**config.mk**
```make
export PLATFORM = sky130hd
export DESIGN_NAME = upsample_share_arbiter_flat
export DESIGN_NICKNAME = d
export VERILOG_FILES = /design/src/rtl/upsample_share_arbiter_if.sv /design/src/rtl/upsample_share_arbiter.sv /design/src/flat_wrapper.sv
export SDC_FILE = /design/constraint.sdc
export NUM_CORES = 1
export LEC_CHECK = 0
export ABC_AREA = 1
export CORE_UTILIZATION = 35
export DETAILED_ROUTE_END_ITERATION = 10
export PLACE_DENSITY = 0.85
export SYNTH_ARGS = -nofsm -noshare
export SYNTH_HDL_FRONTEND = slang
export SYNTH_SLANG_ARGS = --single-unit
```
**constraint.sdc**
```tcl
create_clock -name clk -period 2.4 [get_ports clk]
set_input_delay 0.72 -clock clk [delete_from_list [all_inputs] [get_ports clk]]
set_output_delay 0.72 -clock clk [all_outputs]
set_load 0.03 [all_outputs]
```
**src/rtl/upsample_share_arbiter_if.sv**
```systemverilog
// Handshake bundle between the upsampler share arbiter, its two
// requesters and the shared 2x upsampler.
interface upsample_share_arbiter_if #(
    parameter int DATA_WIDTH = 16
);
    logic [1:0]            req;
    logic [1:0]            grant;
    logic [DATA_WIDTH-1:0] s0_data;
    logic [DATA_WIDTH-1:0] s1_data;
    logic                  s0_valid;
    logic                  s1_valid;
    logic                  s0_ready;
    logic                  s1_ready;
    logic [DATA_WIDTH-1:0] m0_data;
    logic [DATA_WIDTH-1:0] m1_data;
    logic                  m0_valid;
    logic                  m1_valid;
    logic                  m0_ready;
    logic                  m1_ready;
    logic                  up_start;
    logic [DATA_WIDTH-1:0] up_data_in;
    logic                  up_valid_in;
    logic                  up_ready_in;
    logic [DATA_WIDTH-1:0] up_data_out;
    logic                  up_valid_out;
    logic                  up_ready_out;
    logic                  up_done;
    logic                  err_len;
    logic                  owner_busy;

    modport slave (
        input  req,
        input  s0_data, s1_data, s0_valid, s1_valid,
        input  m0_ready, m1_ready,
        input  up_ready_in, up_data_out, up_valid_out, up_done,
        output grant,
        output s0_ready, s1_ready,
        output m0_data, m1_data, m0_valid, m1_valid,
        output up_start, up_data_in, up_valid_in, up_ready_out,
        output err_len, owner_busy
    );

    modport master (
        output req,
        output s0_data, s1_data, s0_valid, s1_valid,
        output m0_ready, m1_ready,
        output up_ready_in, up_data_out, up_valid_out, up_done,
        input  grant,
        input  s0_ready, s1_ready,
        input  m0_data, m1_data, m0_valid, m1_valid,
        input  up_start, up_data_in, up_valid_in, up_ready_out,
        input  err_len, owner_busy
    );
endinterface

```
**src/rtl/upsample_share_arbiter.sv**
```systemverilog
// Frame-level round-robin arbiter sharing one serial 2x upsampler
// between two requesters, with output beat counting per frame.
module upsample_share_arbiter #(
    parameter int DATA_WIDTH = 16,
    parameter int CHANNELS   = 4,
    parameter int IN_LEN     = 8,
    parameter int OUT_BEATS  = 2 * IN_LEN * CHANNELS
) (
    input logic clk,
    input logic rst_n,
    upsample_share_arbiter_if.slave bus
);
    typedef enum logic [1:0] {
        IDLE,
        START,
        RUN,
        RELEASE
    } state_e;

    state_e      state_q, state_d;
    logic [1:0]  grant_q, grant_d;
    logic        owner_q, owner_d;
    logic        prio_q,  prio_d;
    logic        err_q,   err_d;
    logic [15:0] cnt_q,   cnt_d;

    logic                  act;
    logic                  in_hs;
    logic                  out_hs;
    logic                  win;
    logic [DATA_WIDTH-1:0] sel_data;
    logic                  sel_valid;
    logic                  sel_ready;

    always_ff @(posedge clk or negedge rst_n) begin
        if (!rst_n) begin
            state_q <= IDLE;
            grant_q <= 2'b00;
            owner_q <= 1'b0;
            prio_q  <= 1'b0;
            err_q   <= 1'b0;
            cnt_q   <= 16'd0;
        end else begin
            state_q <= state_d;
            grant_q <= grant_d;
            owner_q <= owner_d;
            prio_q  <= prio_d;
            err_q   <= err_d;
            cnt_q   <= cnt_d;
        end
    end

    always_comb begin
        state_d = state_q;
        grant_d = grant_q;
        owner_d = owner_q;
        prio_d  = prio_q;
        err_d   = err_q;
        cnt_d   = cnt_q;
        // prio_q set means requester 1 wins a tie
        win     = bus.req[1] & (~bus.req[0] | prio_q);
        if (out_hs && cnt_q != 16'hFFFF) begin
            cnt_d = cnt_q + 16'd1;
        end
        unique case (state_q)
            IDLE: begin
                if (|bus.req) begin
                    owner_d = win;
                    grant_d = win ? 2'b10 : 2'b01;
                    state_d = START;
                end
            end
            START: begin
                if (in_hs) begin
                    state_d = RUN;
                end
            end
            RUN: begin
                if (bus.up_done) begin
                    // a beat landing with up_done is already in cnt_d
                    err_d   = err_q | (cnt_d != 16'(OUT_BEATS));
                    grant_d = 2'b00;
                    state_d = RELEASE;
                end
            end
            RELEASE: begin
                cnt_d   = 16'd0;
                prio_d  = ~owner_q;
                state_d = IDLE;
            end
        endcase
    end

    always_comb begin
        act       = (state_q == START) || (state_q == RUN);
        sel_data  = owner_q ? bus.s1_data  : bus.s0_data;
        sel_valid = owner_q ? bus.s1_valid : bus.s0_valid;
        sel_ready = owner_q ? bus.m1_ready : bus.m0_ready;

        bus.grant        = grant_q;
        bus.err_len      = err_q;
        bus.owner_busy   = (state_q != IDLE);
        bus.up_start     = (state_q == START);
        bus.up_valid_in  = act & sel_valid;
        bus.up_data_in   = act ? sel_data : '0;
        bus.up_ready_out = act & sel_ready;

        in_hs  = bus.up_valid_in & bus.up_ready_in;
        out_hs = bus.up_valid_out & bus.up_ready_out;

        bus.s0_ready = ~owner_q & in_hs;
        bus.s1_ready =  owner_q & in_hs;
        bus.m0_valid = act & ~owner_q & bus.up_valid_out;
        bus.m1_valid = act &  owner_q & bus.up_valid_out;
        bus.m0_data  = (act & ~owner_q) ? bus.up_data_out : '0;
        bus.m1_data  = (act &  owner_q) ? bus.up_data_out : '0;
    end
endmodule
```
**src/flat_wrapper.sv**
```systemverilog
// flat-port wrapper written by rule: the top's interface ports become plain ports
module upsample_share_arbiter_flat 
#(
    parameter int DATA_WIDTH = 16,
    parameter int CHANNELS   = 4,
    parameter int IN_LEN     = 8,
    parameter int OUT_BEATS  = 2 * IN_LEN * CHANNELS
)
  (clk, rst_n, bus_req, bus_s0_data, bus_s1_data, bus_s0_valid, bus_s1_valid, bus_m0_ready, bus_m1_ready, bus_up_ready_in, bus_up_data_out, bus_up_valid_out, bus_up_done, bus_grant, bus_s0_ready, bus_s1_ready, bus_m0_data, bus_m1_data, bus_m0_valid, bus_m1_valid, bus_up_start, bus_up_data_in, bus_up_valid_in, bus_up_ready_out, bus_err_len, bus_owner_busy);
  upsample_share_arbiter_if #(.DATA_WIDTH(DATA_WIDTH)) bus_i ();
  input logic clk;
  input logic rst_n;
  input wire logic [$bits(bus_i.req)-1:0] bus_req;
  input wire logic [$bits(bus_i.s0_data)-1:0] bus_s0_data;
  input wire logic [$bits(bus_i.s1_data)-1:0] bus_s1_data;
  input wire logic [$bits(bus_i.s0_valid)-1:0] bus_s0_valid;
  input wire logic [$bits(bus_i.s1_valid)-1:0] bus_s1_valid;
  input wire logic [$bits(bus_i.m0_ready)-1:0] bus_m0_ready;
  input wire logic [$bits(bus_i.m1_ready)-1:0] bus_m1_ready;
  input wire logic [$bits(bus_i.up_ready_in)-1:0] bus_up_ready_in;
  input wire logic [$bits(bus_i.up_data_out)-1:0] bus_up_data_out;
  input wire logic [$bits(bus_i.up_valid_out)-1:0] bus_up_valid_out;
  input wire logic [$bits(bus_i.up_done)-1:0] bus_up_done;
  output wire logic [$bits(bus_i.grant)-1:0] bus_grant;
  output wire logic [$bits(bus_i.s0_ready)-1:0] bus_s0_ready;
  output wire logic [$bits(bus_i.s1_ready)-1:0] bus_s1_ready;
  output wire logic [$bits(bus_i.m0_data)-1:0] bus_m0_data;
  output wire logic [$bits(bus_i.m1_data)-1:0] bus_m1_data;
  output wire logic [$bits(bus_i.m0_valid)-1:0] bus_m0_valid;
  output wire logic [$bits(bus_i.m1_valid)-1:0] bus_m1_valid;
  output wire logic [$bits(bus_i.up_start)-1:0] bus_up_start;
  output wire logic [$bits(bus_i.up_data_in)-1:0] bus_up_data_in;
  output wire logic [$bits(bus_i.up_valid_in)-1:0] bus_up_valid_in;
  output wire logic [$bits(bus_i.up_ready_out)-1:0] bus_up_ready_out;
  output wire logic [$bits(bus_i.err_len)-1:0] bus_err_len;
  output wire logic [$bits(bus_i.owner_busy)-1:0] bus_owner_busy;
  assign bus_i.req = bus_req;
  assign bus_i.s0_data = bus_s0_data;
  assign bus_i.s1_data = bus_s1_data;
  assign bus_i.s0_valid = bus_s0_valid;
  assign bus_i.s1_valid = bus_s1_valid;
  assign bus_i.m0_ready = bus_m0_ready;
  assign bus_i.m1_ready = bus_m1_ready;
  assign bus_i.up_ready_in = bus_up_ready_in;
  assign bus_i.up_data_out = bus_up_data_out;
  assign bus_i.up_valid_out = bus_up_valid_out;
  assign bus_i.up_done = bus_up_done;
  assign bus_grant = bus_i.grant;
  assign bus_s0_ready = bus_i.s0_ready;
  assign bus_s1_ready = bus_i.s1_ready;
  assign bus_m0_data = bus_i.m0_data;
  assign bus_m1_data = bus_i.m1_data;
  assign bus_m0_valid = bus_i.m0_valid;
  assign bus_m1_valid = bus_i.m1_valid;
  assign bus_up_start = bus_i.up_start;
  assign bus_up_data_in = bus_i.up_data_in;
  assign bus_up_valid_in = bus_i.up_valid_in;
  assign bus_up_ready_out = bus_i.up_ready_out;
  assign bus_err_len = bus_i.err_len;
  assign bus_owner_busy = bus_i.owner_busy;
  upsample_share_arbiter #(.DATA_WIDTH(DATA_WIDTH), .CHANNELS(CHANNELS), .IN_LEN(IN_LEN), .OUT_BEATS(OUT_BEATS)) u_core (.clk(clk), .rst_n(rst_n), .bus(bus_i));
endmodule
```
# == Word-level counts from Yosys, hierarchy flattened ==
# Cells that the tools add are included.
# W data, S select, Z words.
# totals
elab_cells,56
inputBits,59
ff_bits,23
output_inout_bits,59
# classes
n_bitwise,15
muxes,16
n_addsub,1
n_reduce_logical,10
eq_ne,8
# op_table
operator,n
$mux W16,6
$add A16 B1 Y16 const B,1
$ne A16 B16 Y1 const B,1
$ne A16 B7 Y1 const B,1
$mux W2,6
$and A1 B1 Y1,11
$pmux W2 S4,1
$reduce_and A3 Y1,2
$eq A2 B2 Y1 const B,2
$ne A2 B1 Y1 const B,2
$pmux W2 S2,1
$reduce_and A2 Y1,2
$reduce_bool A2 Y1,2
$eq A2 B1 Y1 const B,1
$logic_not A2 Y1,1
$mux W1,2
$ne A2 B2 Y1 const B,1
$not A1 Y1,2
$or A1 B1 Y1,2
$reduce_or A2 Y1,1
$logic_and A1 B1 Y1,1
$logic_or A1 B1 Y1,1

# == Depth between registers and ports, before layout ==
# logic_depth
word_depth,8
depth_mapped,15
ltp_nobuf,14

# == Worst setup path after synthesis ==
# Ideal clock, no wire load.
# synth_path
path_type,register to output
start,register u_core.state_q[0]
end,output bus_s0_ready
stages_incl_launch_ff,8
t_arrival_ns,2.004
required_time_ns,1.680
n_path_buf,0
path_slack_ns,-0.324
cell_sequence,dfrtp_1 > inv_1 > ha_1 > inv_1 > nor2_2 > a22o_1 > nand2_1 > nor2_1
# synth_via
elab_chain_len,5
elab_cells_between_ends,6
cone_classes,eq/ne (2); bitwise (3); reduce/logical (1)
# synth_rtl
element,line,rtl
from (decl),upsample_share_arbiter.sv:20,"state_e state_q, state_d;"
from (signal assigned),upsample_share_arbiter.sv:44,state_q <= state_d;
$eq A2 B1 Y1 / $eq A2 B2 Y1 (equally long branches),upsample_share_arbiter.sv:95,act = (state_q == START) || (state_q == RUN);
$logic_or A1 B1 Y1 *,upsample_share_arbiter.sv:95,
$and A1 B1 Y1 *,upsample_share_arbiter.sv:104,bus.up_valid_in = act & sel_valid;
via bus_up_valid_in,flat_wrapper.sv:33,output wire logic [$bits(bus_i.up_valid_in)-1:0] bus_up_valid_in;
$and A1 B1 Y1 *,upsample_share_arbiter.sv:108,in_hs = bus.up_valid_in & bus.up_ready_in;
$and A1 B1 Y1 *,upsample_share_arbiter.sv:111,bus.s0_ready = ~owner_q & in_hs;
to (decl),flat_wrapper.sv:25,output wire logic [$bits(bus_i.s0_ready)-1:0] bus_s0_ready;
# Mark *: on every way through the listed nets, which the timed path passes. The rest lies on a longest branch.

# == Final worst setup path ==
# layout_path
start,input bus_s1_valid
end,output bus_s0_ready
# layout_via
elab_chain_len,4
# layout_rtl
element,line,rtl
from (decl),flat_wrapper.sv:17,input wire logic [$bits(bus_i.s1_valid)-1:0] bus_s1_valid;
$mux W1,upsample_share_arbiter.sv:97,sel_valid = owner_q ? bus.s1_valid : bus.s0_valid;
$and A1 B1 Y1,upsample_share_arbiter.sv:104,
$and A1 B1 Y1,upsample_share_arbiter.sv:108,
$and A1 B1 Y1,upsample_share_arbiter.sv:111,
# Every way passes these cells.

==> metrics.md <==
| Metric | Value |
|---|---|
| Status | finished, violations left |
| Failing checks | setup timing |
| DP Wirelength | around 5400 microns |
| Largest net degree at the start of global routing | 24 |
| Setup crit end kind | output pin |
| Highest Signal Layer | met4 |
| Min-delay worst type | reg2reg |
| F_max | between 400 and 500 MHz |
| Post-synth top area share | between 20 and 30% |
| Clk buf depth | 2 |
| Crit-path leading delay family | buffers and inverters |
| Post-DRT Antenna Nets | 0 |
| Vias in the first global route | between 2000 and 2500 |
| Avg Vias per Cell | between 4 and 5 |
| Die height | roughly 78 microns |
| Num CTS Buffers | 3 |
| H-tree levels | 1 |
| Critical Path Start Type | input pin |
| Ys flop type | dfrtp_1 |
| M1 WL | roughly 2900 microns |
| Initial antenna violation count | 0 |
| Layout cell share with drive strength beyond 1 | 32.5% |
| I/O pins | ~120 |
| Total iterations of the first detailed-routing run | 4 |
| Finished Core Util | between 60% and 70% |
| Synth cell types | 31 |
| Worst-Skew Late Latency | between 200 and 300 ps |
| Iter 0 DRT Violations | between 100 and 150 |
| Met2 wire len | 3880 microns |
| Vias | 2525 |
| Standard-cell rows | 27 |
| Core area | approximately 0.0055 sq mm |
| CTS root buf | clkbuf_8 |
| Syn_nets | 380 |
| Initial Utilization | between 30% and 40% |
| Maxcap violations | 0 |
| Gr ovfl total | 0 |
| CTS tree | built |
| Most common cell after layout, fill and taps aside | nand2_1 |
| Cells after DPL | about 510 |
| Sink Count | 23 |
| Crit-path cells | clkdlybuf4s50_1 -> a22o_2 -> nand2_4 -> nor2_4 -> buf_4 |
| Max-slew violations | 0 |
| Worst slew margin | between 50% and 60% |
| CP max stage delay | roughly 410 ps |
| First-pass GRT wire length | between 10000 and 15000 microns |
| FF+latch area | between 500 and 600 sq um |
| Power Dens Cells | between 1000 and 1500 mW/mm^2 |
| Worst endpoint required time | between 1500 and 2000 ps |
| Routed wire per std cell | 13.8 microns |
| Sequential area share after synthesis | 28.6% |
| Final setup viols | 5 |
| Die area | 0.00606 sq mm |
| GRT Util Overall | around 23% |
| Top cells by area, synth | dfrtp_1, nand2_1, nor2_1 |
| N_diodes | 0 |
| Fillers | about 460 |
| Residual DRC count | 0 |
| CP max-delay cell | clkdlybuf4s50_1 |
| Minimum clock period | around 2400 ps |
| Buffers & Inverters on Critical Path | 2 |
| Design Power | between 0.004 and 0.005 W |
| Slew @ Worst Pin | a little over 700 ps |
| Final Wtd Congestion | ~0.92 |
| Setup Crit Path Kind | in2out |
| Die X | 77.9 microns |
| Crit-path max FO | 3 |
| Final nets | between 500 and 600 |
| Fraction of registers with async set/reset | 100% |
| Final Cycle Share | 102% |
| Synth area leader | dfrtp_1 |
| Yosys warning total | 0 |
| Most frequent cells in the layout | nand2_1, clkdlybuf4s50_1, buf_4 |
| Seq cells post-synth | 23 |
| Synthesized area | about 0.0020 sq mm |
| Finished Layout Cells | around 530 |
| Setup ws final | -42.4 ps |
| Leakage power of the design | between 1.5 and 2 nW |
| Multi-input gate area | around 0.0014 sq mm |
| Final Skew | between 3 and 4 ps |
| Port buffer count | 117 |
| Avg Cell Area, Syn | roughly 6.4 sq um |
| WP data arrival | 1720 ps |
| Synthesis-to-layout area growth | 81.2% |
| Final Hold Vio Count | 0 |
| Clock-pin slew on the worst setup and hold paths | 90 ps |
| Unrepaired setup endpoints after global routing | yes |
| Post-synth EDFFs | 0 |
| Worst VDD drop | slightly below 0.9 mV |
| Final setup TNS | -110 ps |
| Cells after Synth | roughly 320 |
| Routed WL | approximately 7200 microns |
| Met3 Wirelength | between 300 and 400 microns |
[worst paths after layout]
kind	to	cells after the start	start	slack (ps)
worst max-delay path	bus_s0_ready	5	bus_s1_valid	-40
worst min-delay path	u_core.bus.grant[0]	2	u_core.bus.grant[0]	500
worst max register to register	u_core.bus.err_len	13	u_core.cnt_q[1]	200
worst min register to register	u_core.bus.grant[0]	2	u_core.bus.grant[0]	500
max in group asynchronous	u_core.owner_q	2	rst_n	1360
min in group asynchronous	u_core.cnt_q[13]	2	rst_n	800
[through the flow]
step                      setup WS (ps)  area [sq um]  hold slack, ps
after floorplan                   -60.9          2130             424
after global placement            -87.6          3350             458
after detailed placement           -109          3350             475
after CTS                         -22.0          3480             503
after global routing               -113          3650             531
final                             -42.4          3650             498
[layout make-up]
class,count,share of cell area (%)
Timing Repair Buffer,142,37.3
Inverter,46,4.87
Multi-Input combinational cell,238,38.3
Sequential cell,23,15.8
Clock inverter,1,0.137
Clock buffer,3,1.13
Tap cell,72,2.47
[kinds of logic (layout without fill, tap and decap cells)]
logic type / count (synthesis) / in the layout / synth area share (%)
buffers and inverters: 55 / 192 / 11.1
adder cells (fa/ha/maj): 5 / 5 / 3.11
flip-flops: 23 / 23 / 28.6
AO/OA/AOI/OAI: 42 / 42 / 14.5
XOR/XNOR: 5 / 5 / 2.17
AND/OR/NAND/NOR: 186 / 186 / 40.6
[state kept, by name, indices dropped and copies added, names as in the netlist]
signal	flops
u_core.bus.err_len	1
u_core.bus.grant	2
u_core.cnt_q	16
u_core.owner_q	1
u_core.prio_q	1
u_core.state_q	2
[power by group]
part           switching, W  internal [W]  leakage (nW)
clock network      0.000138      0.000116        0.0255
registers         0.0000651      0.000465         0.301
logic               0.00235       0.00167          1.51
total               0.00256       0.00225          1.83
[cell usage after synthesis (5+ instances only)]
master    instances
dfrtp_1          23
o21ai_0           6
a22o_1           17
nand3_1          12
nand2_2          13
ha_1              5
inv_1            43
nand2_1          79
clkbuf_1          5
a21oi_1          14
nor2_1           66
[worst min-delay path, cell delays in order (launching register included)]
cell	delay, ps
dfrtp_1	360
nand2_1	60
nand2_1	50
[what timing repair did]
action | in CTS | in global routing
hold endpoints to repair | 0 | 0
hold buffers | 0 | 0
gates cloned | 1 | 2
resized for setup | 17 | 33
setup buffers | 3 | 1
endpoints found under the setup margin | 40 | 37
pin swaps | 0 | 1
[layer usage]
metal | vias to the layer above | GRT usage, %
li1 | 1266 | -
met1 | 1169 | 27.6
met2 | 77 | 41.5
met3 | 13 | 5.41
met4 | 0 | 5.09
met5 | - | 0
Note: power is estimated with default switching activity, not from simulation.
